### config.mk
export PLATFORM = sky130hd
export DESIGN_NAME = time_of_day_counter_flat
export DESIGN_NICKNAME = d
export VERILOG_FILES = /design/src/rtl/time_of_day_counter_pkg.sv /design/src/rtl/time_of_day_counter_if.sv /design/src/rtl/time_of_day_counter_sec_prescaler.sv /design/src/rtl/time_of_day_counter.sv /design/src/flat_wrapper.sv
export SDC_FILE = /design/constraint.sdc
export NUM_CORES = 1
export LEC_CHECK = 0
export BUFFER_PORTS_ARGS = -buffer_cell sky130_fd_sc_hd__buf_2
export CORE_MARGIN = 2
export CORE_UTILIZATION = 35
export DETAILED_ROUTE_END_ITERATION = 7
export GPL_TIMING_DRIVEN = 0
export PLACE_DENSITY_LB_ADDON = 0.15
export SLEW_MARGIN = 20
export SYNTH_ARGS = -nofsm -noshare
export SYNTH_HDL_FRONTEND = slang
export SYNTH_SLANG_ARGS = --single-unit
### constraint.sdc
create_clock -name clk -period 3 [get_ports clk]
set_input_delay 0.6 -clock clk [delete_from_list [all_inputs] [get_ports clk]]
set_output_delay 0.6 -clock clk [all_outputs]
set_load 0.01 [all_outputs]
### src/rtl/time_of_day_counter_pkg.sv
// clock_pkg: mode encoding and field limits shared by the counter and display mux.
package clock_pkg;
    typedef enum logic [1:0] {MODE_RUN, MODE_SET_HOUR, MODE_SET_MIN} clk_mode_e;
    localparam logic [4:0] MAX_HOUR = 5'd23;
    localparam logic [5:0] MAX_MIN  = 6'd59;
    localparam logic [5:0] MAX_SEC  = 6'd59;
endpackage

### src/rtl/time_of_day_counter_if.sv
// time_of_day_counter_if: button pulses in, time/mode/tick/blink out.
interface time_of_day_counter_if;
    import clock_pkg::*;
    logic       mode_btn;
    logic       inc_btn;
    logic [4:0] hour;
    logic [5:0] min;
    logic [5:0] sec;
    clk_mode_e  mode;
    logic       sec_tick;
    logic       blink;
    modport slave (input mode_btn, inc_btn, output hour, min, sec, mode, sec_tick, blink);
    modport master (output mode_btn, inc_btn, input hour, min, sec, mode, sec_tick, blink);
endinterface

### src/rtl/time_of_day_counter_sec_prescaler.sv
// sec_prescaler: divides clk down to one wrap per second and a registered 1 Hz blink.
module sec_prescaler #(
    parameter int TICK_DIV = 50_000_000
) (
    input  logic clk,
    input  logic rst_n,
    input  logic i_clr,
    output logic o_wrap,
    output logic o_blink
);
    localparam int W = $clog2(TICK_DIV);
    localparam logic [W-1:0] LAST = W'(TICK_DIV - 1);
    localparam logic [W-1:0] HALF = W'(TICK_DIV / 2);
    logic [W-1:0] r_cnt;
    logic [W-1:0] w_cnt_next;
    logic         r_blink;
    assign o_wrap     = r_cnt == LAST;
    assign w_cnt_next = (i_clr || o_wrap) ? '0 : r_cnt + W'(1);
    assign o_blink    = r_blink;
    // blink is registered from the next count so it always matches the current count
    always_ff @(posedge clk or negedge rst_n) begin
        if (!rst_n) begin
            r_cnt   <= '0;
            r_blink <= 1'b1;
        end else begin
            r_cnt   <= w_cnt_next;
            r_blink <= w_cnt_next < HALF;
        end
    end
endmodule

### src/rtl/time_of_day_counter.sv
// time_of_day_counter: 24-hour hh:mm:ss counter with RUN/SET_HOUR/SET_MIN setting modes.
module time_of_day_counter
    import clock_pkg::*;
#(
    parameter int TICK_DIV = 50_000_000
) (
    input  logic clk,
    input  logic rst_n,
    time_of_day_counter_if.slave tod
);
    clk_mode_e  r_mode;
    clk_mode_e  w_mode_next;
    logic [4:0] r_hour;
    logic [5:0] r_min;
    logic [5:0] r_sec;
    logic       r_sec_tick;
    logic       w_wrap;
    logic       w_blink;
    logic       w_tick;
    logic       w_clr;
    logic       w_inc;
    sec_prescaler #(.TICK_DIV(TICK_DIV)) u_prescaler (
        .clk     (clk),
        .rst_n   (rst_n),
        .i_clr   (w_clr),
        .o_wrap  (w_wrap),
        .o_blink (w_blink)
    );
    assign w_tick = w_wrap && r_mode == MODE_RUN;
    assign w_clr  = tod.mode_btn && r_mode == MODE_SET_MIN;
    assign w_inc  = tod.inc_btn && !tod.mode_btn;
    always_comb begin
        w_mode_next = r_mode;
        if (tod.mode_btn)
            w_mode_next = r_mode == MODE_RUN      ? MODE_SET_HOUR :
                          r_mode == MODE_SET_HOUR ? MODE_SET_MIN  : MODE_RUN;
    end
    always_ff @(posedge clk or negedge rst_n) begin
        if (!rst_n) begin
            r_mode     <= MODE_RUN;
            r_hour     <= '0;
            r_min      <= '0;
            r_sec      <= '0;
            r_sec_tick <= 1'b0;
        end else begin
            r_mode     <= w_mode_next;
            r_sec_tick <= w_tick;
            // a tick always lands, even if the mode changes on the same edge
            if (w_tick) begin
                r_sec <= r_sec == MAX_SEC ? '0 : r_sec + 6'd1;
                if (r_sec == MAX_SEC) begin
                    r_min <= r_min == MAX_MIN ? '0 : r_min + 6'd1;
                    if (r_min == MAX_MIN)
                        r_hour <= r_hour == MAX_HOUR ? '0 : r_hour + 5'd1;
                end
            end else if (w_clr) begin
                r_sec <= '0;
            end else if (w_inc && r_mode == MODE_SET_HOUR) begin
                r_hour <= r_hour == MAX_HOUR ? '0 : r_hour + 5'd1;
            end else if (w_inc && r_mode == MODE_SET_MIN) begin
                r_min <= r_min == MAX_MIN ? '0 : r_min + 6'd1;
            end
        end
    end
    assign tod.hour     = r_hour;
    assign tod.min      = r_min;
    assign tod.sec      = r_sec;
    assign tod.mode     = r_mode;
    assign tod.sec_tick = r_sec_tick;
    assign tod.blink    = w_blink;
endmodule

### src/flat_wrapper.sv
// flat-port wrapper written by rule: the top's interface ports become plain ports
module time_of_day_counter_flat import clock_pkg::*;
#(
    parameter int TICK_DIV = 50_000_000
)
  (clk, rst_n, tod_mode_btn, tod_inc_btn, tod_hour, tod_min, tod_sec, tod_mode, tod_sec_tick, tod_blink);
  time_of_day_counter_if tod_i ();
  input  logic clk;
  input  logic rst_n;
  input wire logic [$bits(tod_i.mode_btn)-1:0] tod_mode_btn;
  input wire logic [$bits(tod_i.inc_btn)-1:0] tod_inc_btn;
  output wire logic [$bits(tod_i.hour)-1:0] tod_hour;
  output wire logic [$bits(tod_i.min)-1:0] tod_min;
  output wire logic [$bits(tod_i.sec)-1:0] tod_sec;
  output wire logic [$bits(tod_i.mode)-1:0] tod_mode;
  output wire logic [$bits(tod_i.sec_tick)-1:0] tod_sec_tick;
  output wire logic [$bits(tod_i.blink)-1:0] tod_blink;
  assign tod_i.mode_btn = tod_mode_btn;
  assign tod_i.inc_btn = tod_inc_btn;
  assign tod_hour = tod_i.hour;
  assign tod_min = tod_i.min;
  assign tod_sec = tod_i.sec;
  assign tod_mode = tod_i.mode;
  assign tod_sec_tick = tod_i.sec_tick;
  assign tod_blink = tod_i.blink;
  time_of_day_counter #(.TICK_DIV(TICK_DIV)) u_core (.clk(clk), .rst_n(rst_n), .tod(tod_i));
endmodule
==> qor.yml, run 1 <==
cts_resized: 0
synth-seq-cells: 47
finalWirelength_um: 6210
area_delta_synth_final_pct: 13.5
std_cell_rows: 32
finalSetupViolCount: 0
fp.dieH_um: 94.4
critPathCapture: "u_core.u_prescaler.r_cnt[5]$_DFF_PN0_"
post-route-worst-setup-slack_ns: 0.505
critPathCaptureType: "register"
cp.required_ns: 3.17
core_um2: 7810
dr.pass1.iters: 4
fillers: 801
netlist.area_leader.share_pct: 40.2
grt_pass1_vias: 2235
synth_nets: 310
clock_skew_ns: 0.00955
grt_pass1_wl_um: 10900
fin_crit_sh_pct: 83.2
ys.warnings.count: 0
syn_inst: 302
powerDensity_nw_per_um2: 532
timing.rr.end: "u_core.u_prescaler.r_cnt[5]$_DFF_PN0_"
routabilityCongestion: 0.784
antenna_found_initial: 0
numCtsBuffers: 5
outcome: "finished clean"
yosysSeqAreaShare_pct: 41.1
yosys-top-cells-count: "46 x dfrtp_1, 40 x nor2_1, 30 x nand2_1"
cts_sinks: 47
overflow: 0
clockBufferDepth: 2
cts_max_level: 2
rrSetupSlack_ns: 0.50
r2r-start: "u_core.u_prescaler.r_cnt[18]$_DFF_PN0_"
vdd_drop_max_v: 0.000277
drc: 0
cts_setup_buffers: 0
drt-initial-drc-count: 84
grt_max_degree: 28
netlist_area_um2: 2860
timing.critical_path.from: "u_core.u_prescaler.r_cnt[18]$_DFF_PN0_"
period_minus_slack_ns: 2.50
async_flop_share_pct: 100
worstSetupPathType: "reg2reg"
start_kind: "register"
power.leakage_uw: 0.00142
tightest_slew_ns: 0.786
postRouteAntennaNets: 0
synth_area_leaders: "dfrtp_1 40%, nor2_1 5.2%, xnor2_1 4.0%"
fin_setup_tns_ns: 0
synth.most_common_cell: "dfrtp_1"
dp_worst_setup_slack_ns: 0.451
switchingPower_uw: 569
synthFlopType: "dfrtp_1"
synth_edf_count: 0
synth.distinct_cells: 61
finalHoldViolations: 0
yosys.area.top_type: "dfrtp_1"
clkPwrFrac_pct: 28.4
chipWidth_um: 94.4
p_int_uw: 1160
swShare_pct: 33.0
hpwl_um: 4560
clk_pin_slew_ns: 0.09
tritoncts: "yes"
io_pins: 25
vias_per_cell: 5.29
worstRegToRegCells: 6
hold_path_class: "in2async"
crit_fanout: 10
cap_violations: 0
drt-wirelength-per-cell_um: 14.2
initial_utilization_pct: 36.7
fin_cells: 437
rsz0062_at_grt: "false"
dp_cells: 429
clk_latency_ns: 0.30
final_cell_area_um2: 3250
nets: 342
synth_area_per_cell_um2: 9.48
hold_buffers: 0
fmax_mhz: 401
maxSlewViolCount: 0
die_area_um2: 8920
drive_gt1_share_pct: 19.1
gr-usage-all-layers_pct: 15.5
utilization_pct: 41.6
n_antenna_cell: 0
crit_arrival_ns: 2.66
slew_headroom_pct: 47.3
placed_area_um2: 3130
port_buffers: 24
pwr-share-seq_pct: 49.3
vias: 2313
pwr-share-comb_pct: 22.3
root_buffer: "clkbuf_8"
## critical path: stages (launching register included)
cell      delay (ns)
dfrtp_1         0.36
clkbuf_1        0.18
and4bb_1        0.32
nand4_2         0.19
o31ai_2         0.69
clkbuf_1        0.51
nor2_1          0.11
## power groups by stage
stage / clock network [µW] / logic, µW / registers, µW
final: 490 / 386 / 851
after global routing: 535 / 440 / 873
after CTS: 507 / 392 / 852
after detailed placement: 0 / 387 / 865
after global placement: 0 / 385 / 861
after floorplan: 0 / 231 / 870
## layer usage
metal	part of all wire, %	track usage [%]	routed length, µm
met1	50	21.8	3110
met2	46	24.8	2880
met3	2.8	2.63	173
met4	0.85	3.99	53
met5	0	0	0
## cells in the final DEF, fill, tap and decap left out, types with 4 or more instances in the layout
| cell | n |
|---|---|
| inv_1 | 12 |
| ha_1 | 4 |
| nor3_1 | 6 |
| nor2_1 | 40 |
| nand4_1 | 17 |
| xor2_1 | 13 |
| dfrtp_1 | 46 |
| a21oi_1 | 4 |
| nand2_1 | 30 |
| nand3_1 | 10 |
| buf_2 | 30 |
| nor4_1 | 6 |
| o31ai_1 | 4 |
| o21ai_0 | 16 |
| buf_4 | 4 |
| clkbuf_8 | 6 |
| and3_1 | 6 |
| xnor2_1 | 13 |
## logic make-up (layout without fill, tap and decap cells)
kind of cell,after synthesis,count (layout),share of synthesized area [%]
AO/OA/AOI/OAI,45,45,11.6
XOR/XNOR,26,26,7.96
adder cells (fa/ha/maj),4,4,1.75
buffers and inverters,26,59,4.46
flip-flops,47,47,41.1
multiplexers,5,5,1.92
AND/OR/NAND/NOR,149,149,31.1
## final cells by class
type / count / area, µm² / area share [%]
multi-input cells: 229 / 1560 / 47.9
inverters: 12 / 45.0 / 1.39
well taps: 102 / 128 / 3.93
repair buffers: 25 / 140 / 4.32
clock inverters: 2 / 35.0 / 1.08
clock buffers: 6 / 82.6 / 2.54
plain buffers: 14 / 82.6 / 2.54
flip-flops and latches: 47 / 1180 / 36.3
## worst min path at each step
stage               slack (ns)                                  start                                     to  cells past startpoint
floorplan                 0.30                                  rst_n         u_core.tod.hour[0]$_DFFE_PN0P_                      0
global placement          0.50  u_core.u_prescaler.r_cnt[0]$_DFF_PN0_  u_core.u_prescaler.r_cnt[0]$_DFF_PN0_                      1
detailed placement        0.50  u_core.u_prescaler.r_cnt[0]$_DFF_PN0_  u_core.u_prescaler.r_cnt[0]$_DFF_PN0_                      1
CTS                       0.28                                  rst_n          u_core.tod.sec[4]$_DFFE_PN0P_                      1
global route              0.31                                  rst_n          u_core.tod.sec[4]$_DFFE_PN0P_                      1
finish                    0.27                                  rst_n          u_core.tod.sec[4]$_DFFE_PN0P_                      1
## flip-flops by register name, summed over array words and instances (netlist names)
name                        flops
u_core.tod.hour                 5
u_core.tod.min                  6
u_core.tod.mode                 2
u_core.tod.sec                  6
u_core.tod.sec_tick             1
u_core.u_prescaler.o_blink      1
u_core.u_prescaler.r_cnt       26
## metrics by stage
stage,hold WS [ns],total power (µW)
4_1_cts,0.280,1750
6_report,0.270,1730
5_1_grt,0.309,1850
3_5_place_dp,0.498,1250
2_1_floorplan,0.304,1100
3_3_place_gp,0.497,1250
Power figures use the tool's default switching activity.
==> run 2: changes to the inputs <==
--- a/config.mk
+++ b/config.mk
@@ -5,6 +5,7 @@
 export SDC_FILE = /design/constraint.sdc
 export NUM_CORES = 1
 export LEC_CHECK = 0
+export ABC_AREA = 1
 export BUFFER_PORTS_ARGS = -buffer_cell sky130_fd_sc_hd__buf_2
 export CORE_MARGIN = 2
 export CORE_UTILIZATION = 35
==> constraint.sdc (replaced) <==
create_clock -name clk -period 2.03 [get_ports clk]
set_input_delay 0.406 -clock clk [delete_from_list [all_inputs] [get_ports clk]]
set_output_delay 0.406 -clock clk [all_outputs]
set_load 0.01 [all_outputs]
==> qor.yml, run 2 <==
drt-wirelength-per-cell_um: 12.7
final_cell_area_um2: 3510
hold_path_class: "in2async"
swShare_pct: 35.2
placed_area_um2: 3170
port_buffers: 24
fin_crit_sh_pct: 97.3
grt_pass1_wl_um: 11400
nets: 455
antenna_found_initial: 0
overflow: 0
root_buffer: "clkbuf_8"
cpMostUsedCell: "nor2_4"
crit_fanout: 8
std_cell_rows: 33
cts_max_level: 2
netlist.area_leader.share_pct: 39.5
power.leakage_uw: 0.00165
synth_compound_area_share_pct: 4.72
synth_top_family_by_area: "simple AND/OR/NAND/NOR gates"
tightest_slew_ns: 0.605
crit_path_top_delay_cell: "dfrtp_1"
rsz0062_at_grt: "true"
synthXorXnorAreaFrac_pct: 5.11
die_area_um2: 9080
muxShareOfSynthArea_pct: 0
top_register: "u_core.u_prescaler.r_cnt"
start_kind: "register"
slowest_delay_ns: 0.39
fp.dieH_um: 95.3
synth-seq-cells: 47
async_flop_share_pct: 100
tritoncts: "yes"
finalWirelength_um: 7020
synth_area_leaders: "dfrtp_1 39%, nand2_1 12%, nor2_1 8.6%"
worstSetupPathType: "reg2reg"
dr.pass1.iters: 4
drive_gt1_share_pct: 22.8
largest_register_ffs: 26
slew_headroom_pct: 59.6
cts_sinks: 47
synthAdderAreaFrac_pct: 1.72
fillers: 834
clkPwrFrac_pct: 26.6
cp.required_ns: 2.23
synthSimpleGateAreaFrac_pct: 40.0
switchingPower_uw: 1070
finalSetupViolCount: 0
yosys.area.top_type: "dfrtp_1"
n_antenna_cell: 0
fin_setup_tns_ns: 0
area_delta_synth_final_pct: 20.5
fmax_mhz: 506
postRouteAntennaNets: 0
synth_area_per_cell_um2: 7.15
io_pins: 25
maxSlewViolCount: 0
grt_max_degree: 48
synth.most_common_cell: "nand2_1"
mostFrequentLayoutCell: "nand2_1"
numCtsBuffers: 5
crit_arrival_ns: 2.17
clk_latency_ns: 0.30
path_cells: "ha_2, nand2_4, inv_2, nand2_2, nor2_4, nand2_2, nor2_4, nand2_4, o21ai_2, inv_2, nor2_4, nand2_1, xor2_1"
final_cell_mix: "91 x nand2_1, 56 x nor2_1, 53 x inv_1, 45 x dfrtp_1, 33 x nand3_1"
grt_pass1_vias: 2436
synth_nets: 416
finalHoldViolations: 0
synth.distinct_cells: 31
critPathCaptureType: "register"
netlist_area_um2: 2920
hold_buffers: 0
whs_ns: 0.112
core_um2: 8130
utilization_pct: 43.2
synthFlopType: "dfrtp_1"
pwr-share-comb_pct: 29.8
vdd_drop_max_v: 0.000276
pwr-share-seq_pct: 43.5
cap_violations: 0
gr-usage-all-layers_pct: 16.2
drc: 0
p_int_uw: 1980
drt-initial-drc-count: 127
routabilityCongestion: 0.858
clock_skew_ns: 0.00308
yosysSeqAreaShare_pct: 40.4
yosys-top-cells-count: "97 x nand2_1, 67 x nor2_1, 53 x inv_1"
vias_per_cell: 4.77
powerDensity_nw_per_um2: 869
initial_utilization_pct: 35.8
clockBufferDepth: 2
syn_inst: 408
ys.warnings.count: 0
synth_edf_count: 0
hpwl_um: 5180
chipWidth_um: 95.3
period_minus_slack_ns: 1.98
vias: 2637
outcome: "finished clean"
clk_pin_slew_ns: 0.09
run 2: power groups by stage:
stage | logic, µW | clock network (µW) | registers [µW]
6_report | 911 | 813 | 1330
5_1_grt | 1040 | 890 | 1360
4_1_cts | 820 | 847 | 1320
3_5_place_dp | 806 | 0 | 1340
3_3_place_gp | 789 | 0 | 1330
2_1_floorplan | 501 | 0 | 1360
run 2: worst max-delay path: cells and delay by family, from the launching register on:
family | cells | cell delay [ns]
AO/OA/AOI/OAI | 1 | 0.14
XOR/XNOR | 1 | 0.14
adder cells (fa/ha/maj) | 1 | 0.22
buffers and inverters | 2 | 0.13
flip-flops | 1 | 0.39
AND/OR/NAND/NOR | 8 | 0.86
run 2: cells by family (layout without fill, tap and decap cells):
group	count (synthesis)	in the layout
AOI/OAI and AO/OA	24	24
adders and majority gates	4	4
xor gates and xnor gates	17	17
DFF	47	47
and+or+nand+nor	256	257
buffers and inverters	60	99
run 2: timing repair:
item                                    in CTS  in global routing
endpoints found under the setup margin       2                 16
gates resized for setup                      4                 37
pin swaps                                    1                 13
gates cloned                                 0                  1
buffers inserted                             2                  5
run 2: worst paths after layout:
kind,depth (start not counted),start,slack [ns],endpoint
max,13,u_core.u_prescaler.r_cnt[0]$_DFF_PN0_,0.05,u_core.tod.hour[2]$_DFFE_PN0P_
min,1,rst_n,0.11,u_core.u_prescaler.r_cnt[0]$_DFF_PN0_
max reg2reg,13,u_core.u_prescaler.r_cnt[0]$_DFF_PN0_,0.05,u_core.tod.hour[2]$_DFFE_PN0P_
min reg2reg,1,u_core.tod.sec[0]$_DFFE_PN0P_,0.56,u_core.tod.sec[0]$_DFFE_PN0P_
max in group asynchronous,1,rst_n,1.48,u_core.u_prescaler.r_cnt[9]$_DFF_PN0_
min in group clk,2,tod_mode_btn,0.33,u_core.tod.mode[1]$_DFFE_PN0P_
run 2: through the flow:
stage                     setup slack (ns)  instances  power (µW)
after floorplan                      0.232        408        1860
after global placement              -0.239        537        2120
after detailed placement            -0.226        537        2140
after CTS                          -0.0371        547        2990
after global routing               -0.0915        553        3280
final                               0.0548        553        3050
run 2: area by class of cell:
class	instances	area [µm²]	area share, %
sequential	47	1180	33.6
tap	105	131	3.74
multi-input combinational	302	1650	47.0
timing repair buffer	31	183	5.20
inverter	57	214	6.09
buffer	3	23.8	0.677
clock buffer	6	72.6	2.07
clock inverter	2	60.1	1.71
run 2: routing by layer:
layer  vias to the layer above  track usage (%)  routed length [µm]
met5                         -                0                   0
met4                         0             3.99                  56
met3                         5             2.85                 195
met2                        37             26.3                3240
met1                      1232             22.4                3530
li1                       1363                -                   -
==> run 3: changes to the inputs <==
--- a/config.mk
+++ b/config.mk
@@ -7,12 +7,14 @@
 export LEC_CHECK = 0
 export ABC_AREA = 1
 export BUFFER_PORTS_ARGS = -buffer_cell sky130_fd_sc_hd__buf_2
+export CELL_PAD_IN_SITES_DETAIL_PLACEMENT = 1
+export CELL_PAD_IN_SITES_GLOBAL_PLACEMENT = 2
 export CORE_MARGIN = 2
-export CORE_UTILIZATION = 35
+export CORE_UTILIZATION = 31
 export DETAILED_ROUTE_END_ITERATION = 7
 export GPL_TIMING_DRIVEN = 0
 export PLACE_DENSITY_LB_ADDON = 0.15
-export SLEW_MARGIN = 20
+export SLEW_MARGIN = 15
 export SYNTH_ARGS = -nofsm -noshare
 export SYNTH_HDL_FRONTEND = slang
 export SYNTH_SLANG_ARGS = --single-unit
==> qor.yml, run 3 (same netlist as run 2, synthesis figures left out) <==
outcome: "finished clean"
fmax_mhz: 503
gr-usage-all-layers_pct: 17.3
maxSlewViolCount: 0
crit_arrival_ns: 2.24
vias_per_cell: 4.80
postRouteAntennaNets: 0
antenna_found_initial: 0
whs_ns: 0.114
grt_pass1_wl_um: 13800
tightest_slew_ns: 0.632
routabilityCongestion: 0.771
dr.pass1.iters: 4
rsz0062_at_grt: "true"
slew_headroom_pct: 57.8
drt-initial-drc-count: 64
final_cell_mix: "92 x nand2_1, 60 x nor2_1, 53 x inv_1, 45 x dfrtp_1, 34 x nand3_1"
hpwl_um: 6130
largest_register_ffs: 26
clk_latency_ns: 0.31
period_minus_slack_ns: 1.99
grt_max_degree: 48
vias: 2697
drc: 0
finalSetupViolCount: 0
numCtsBuffers: 5
grt_pass1_vias: 2778
multi_input_area_um2: 1630
std_cell_rows: 35
vdd_drop_max_v: 0.000348
fillers: 1154
rrSetupSlack_ns: 0.04
finalWirelength_um: 8170
cp.required_ns: 2.28
n_antenna_cell: 0
chipWidth_um: 101
clock_skew_ns: 0.0101
fp.dieH_um: 101
clockBufferDepth: 2
mostFrequentLayoutCell: "nand2_1"
root_buffer: "clkbuf_8"
crit_fanout: 7
overflow: 0
finalHoldViolations: 0
area_delta_synth_final_pct: 21.2
cts_max_level: 2
clk_pin_slew_ns: 0.10
core_um2: 9200
die_area_um2: 10200
powerDensity_nw_per_um2: 851
fin_setup_tns_ns: 0
worstSetupPathType: "reg2reg"
critPathCaptureType: "register"
drive_gt1_share_pct: 22.0
start_kind: "register"
port_buffers: 24
hold_buffers: 0
nets: 458
power.leakage_uw: 0.00164
drt-wirelength-per-cell_um: 14.5
cts_sinks: 47
register_area_um2: 1180
cap_violations: 0
initial_utilization_pct: 31.7
finalPower_uw: 3010
top_register: "u_core.u_prescaler.r_cnt"
hold_path_class: "in2async"
tritoncts: "yes"
io_pins: 25
fin_crit_sh_pct: 97.9
## run 3: report_power, final
group	leakage (µW)	internal, µW	switching [µW]	total [µW]
sequential	0.000622	1120	216	1330
clock	0.0000514	368	349	717
combinational	0.000969	392	562	954
total	0.00164	1880	1130	3010
## run 3: path summary, 6_finish.rpt
path | startpoint | to | cells past startpoint
hold / removal | rst_n | u_core.tod.sec[4]$_DFFE_PN0P_ | 1
setup reg to reg | u_core.u_prescaler.r_cnt[18]$_DFF_PN0_ | u_core.u_prescaler.o_blink$_DFF_PN1_ | 15
setup / recovery | u_core.u_prescaler.r_cnt[18]$_DFF_PN0_ | u_core.u_prescaler.o_blink$_DFF_PN1_ | 15
max in group asynchronous | rst_n | u_core.u_prescaler.r_cnt[8]$_DFF_PN0_ | 1
hold reg to reg | u_core.tod.min[5]$_DFFE_PN0P_ | u_core.tod.min[5]$_DFFE_PN0P_ | 2
min in group clk | tod_mode_btn | u_core.tod.mode[0]$_DFFE_PN0P_ | 2
## run 3: metrics by stage
| step | setup slack, ns | cell area (µm²) | util (%) | std cells |
|---|---|---|---|---|
| 3_3_place_gp | -0.315 | 3170 | 34.5 | 543 |
| 3_5_place_dp | -0.308 | 3170 | 34.5 | 543 |
| 2_1_floorplan | 0.232 | 2920 | - | 408 |
| 6_report | 0.0422 | 3530 | 38.4 | 562 |
| 4_1_cts | 0.00119 | 3380 | 36.8 | 559 |
| 5_1_grt | -0.131 | 3530 | 38.4 | 562 |
## run 3: routing by layer
metal | up-vias | routed length, µm | global-route usage [%]
met1 | 1294 | 4090 | 23.9
met3 | 8 | 151 | 3.05
met2 | 21 | 3810 | 28.2
li1 | 1374 | - | -
met4 | 0 | 116 | 3.95
met5 | - | 0 | 0
## run 3: what timing repair did
action                     in CTS  in global routing
gates cloned                    0                  1
buffers inserted                9                  2
pin swaps                       7                  7
resized for setup               9                 29
setup endpoints to repair       2                 16
## run 3: cell type report
class | count | area share [%]
Sequential cell | 47 | 33.4
Buffer | 3 | 0.850
Inverter | 57 | 6.06
Multi-Input combinational cell | 302 | 46.2
Clock inverter | 2 | 1.06
Tap cell | 111 | 3.93
Clock buffer | 6 | 2.05
Timing Repair Buffer | 34 | 6.48
## run 3: critical path, stage by stage, from the launching register on
cell and delay (ns):
dfrtp_1 0.47, inv_1 0.11, nand2_1 0.05, nor2_1 0.14, nand3b_1 0.13, nor2_4 0.19
nor2_4 0.05, buf_12 0.16, buf_6 0.11, nand2_1 0.08, o21ai_0 0.09, inv_1 0.07
nand2_1 0.07, nand2_1 0.07, nand2_1 0.04, nor2_1 0.08
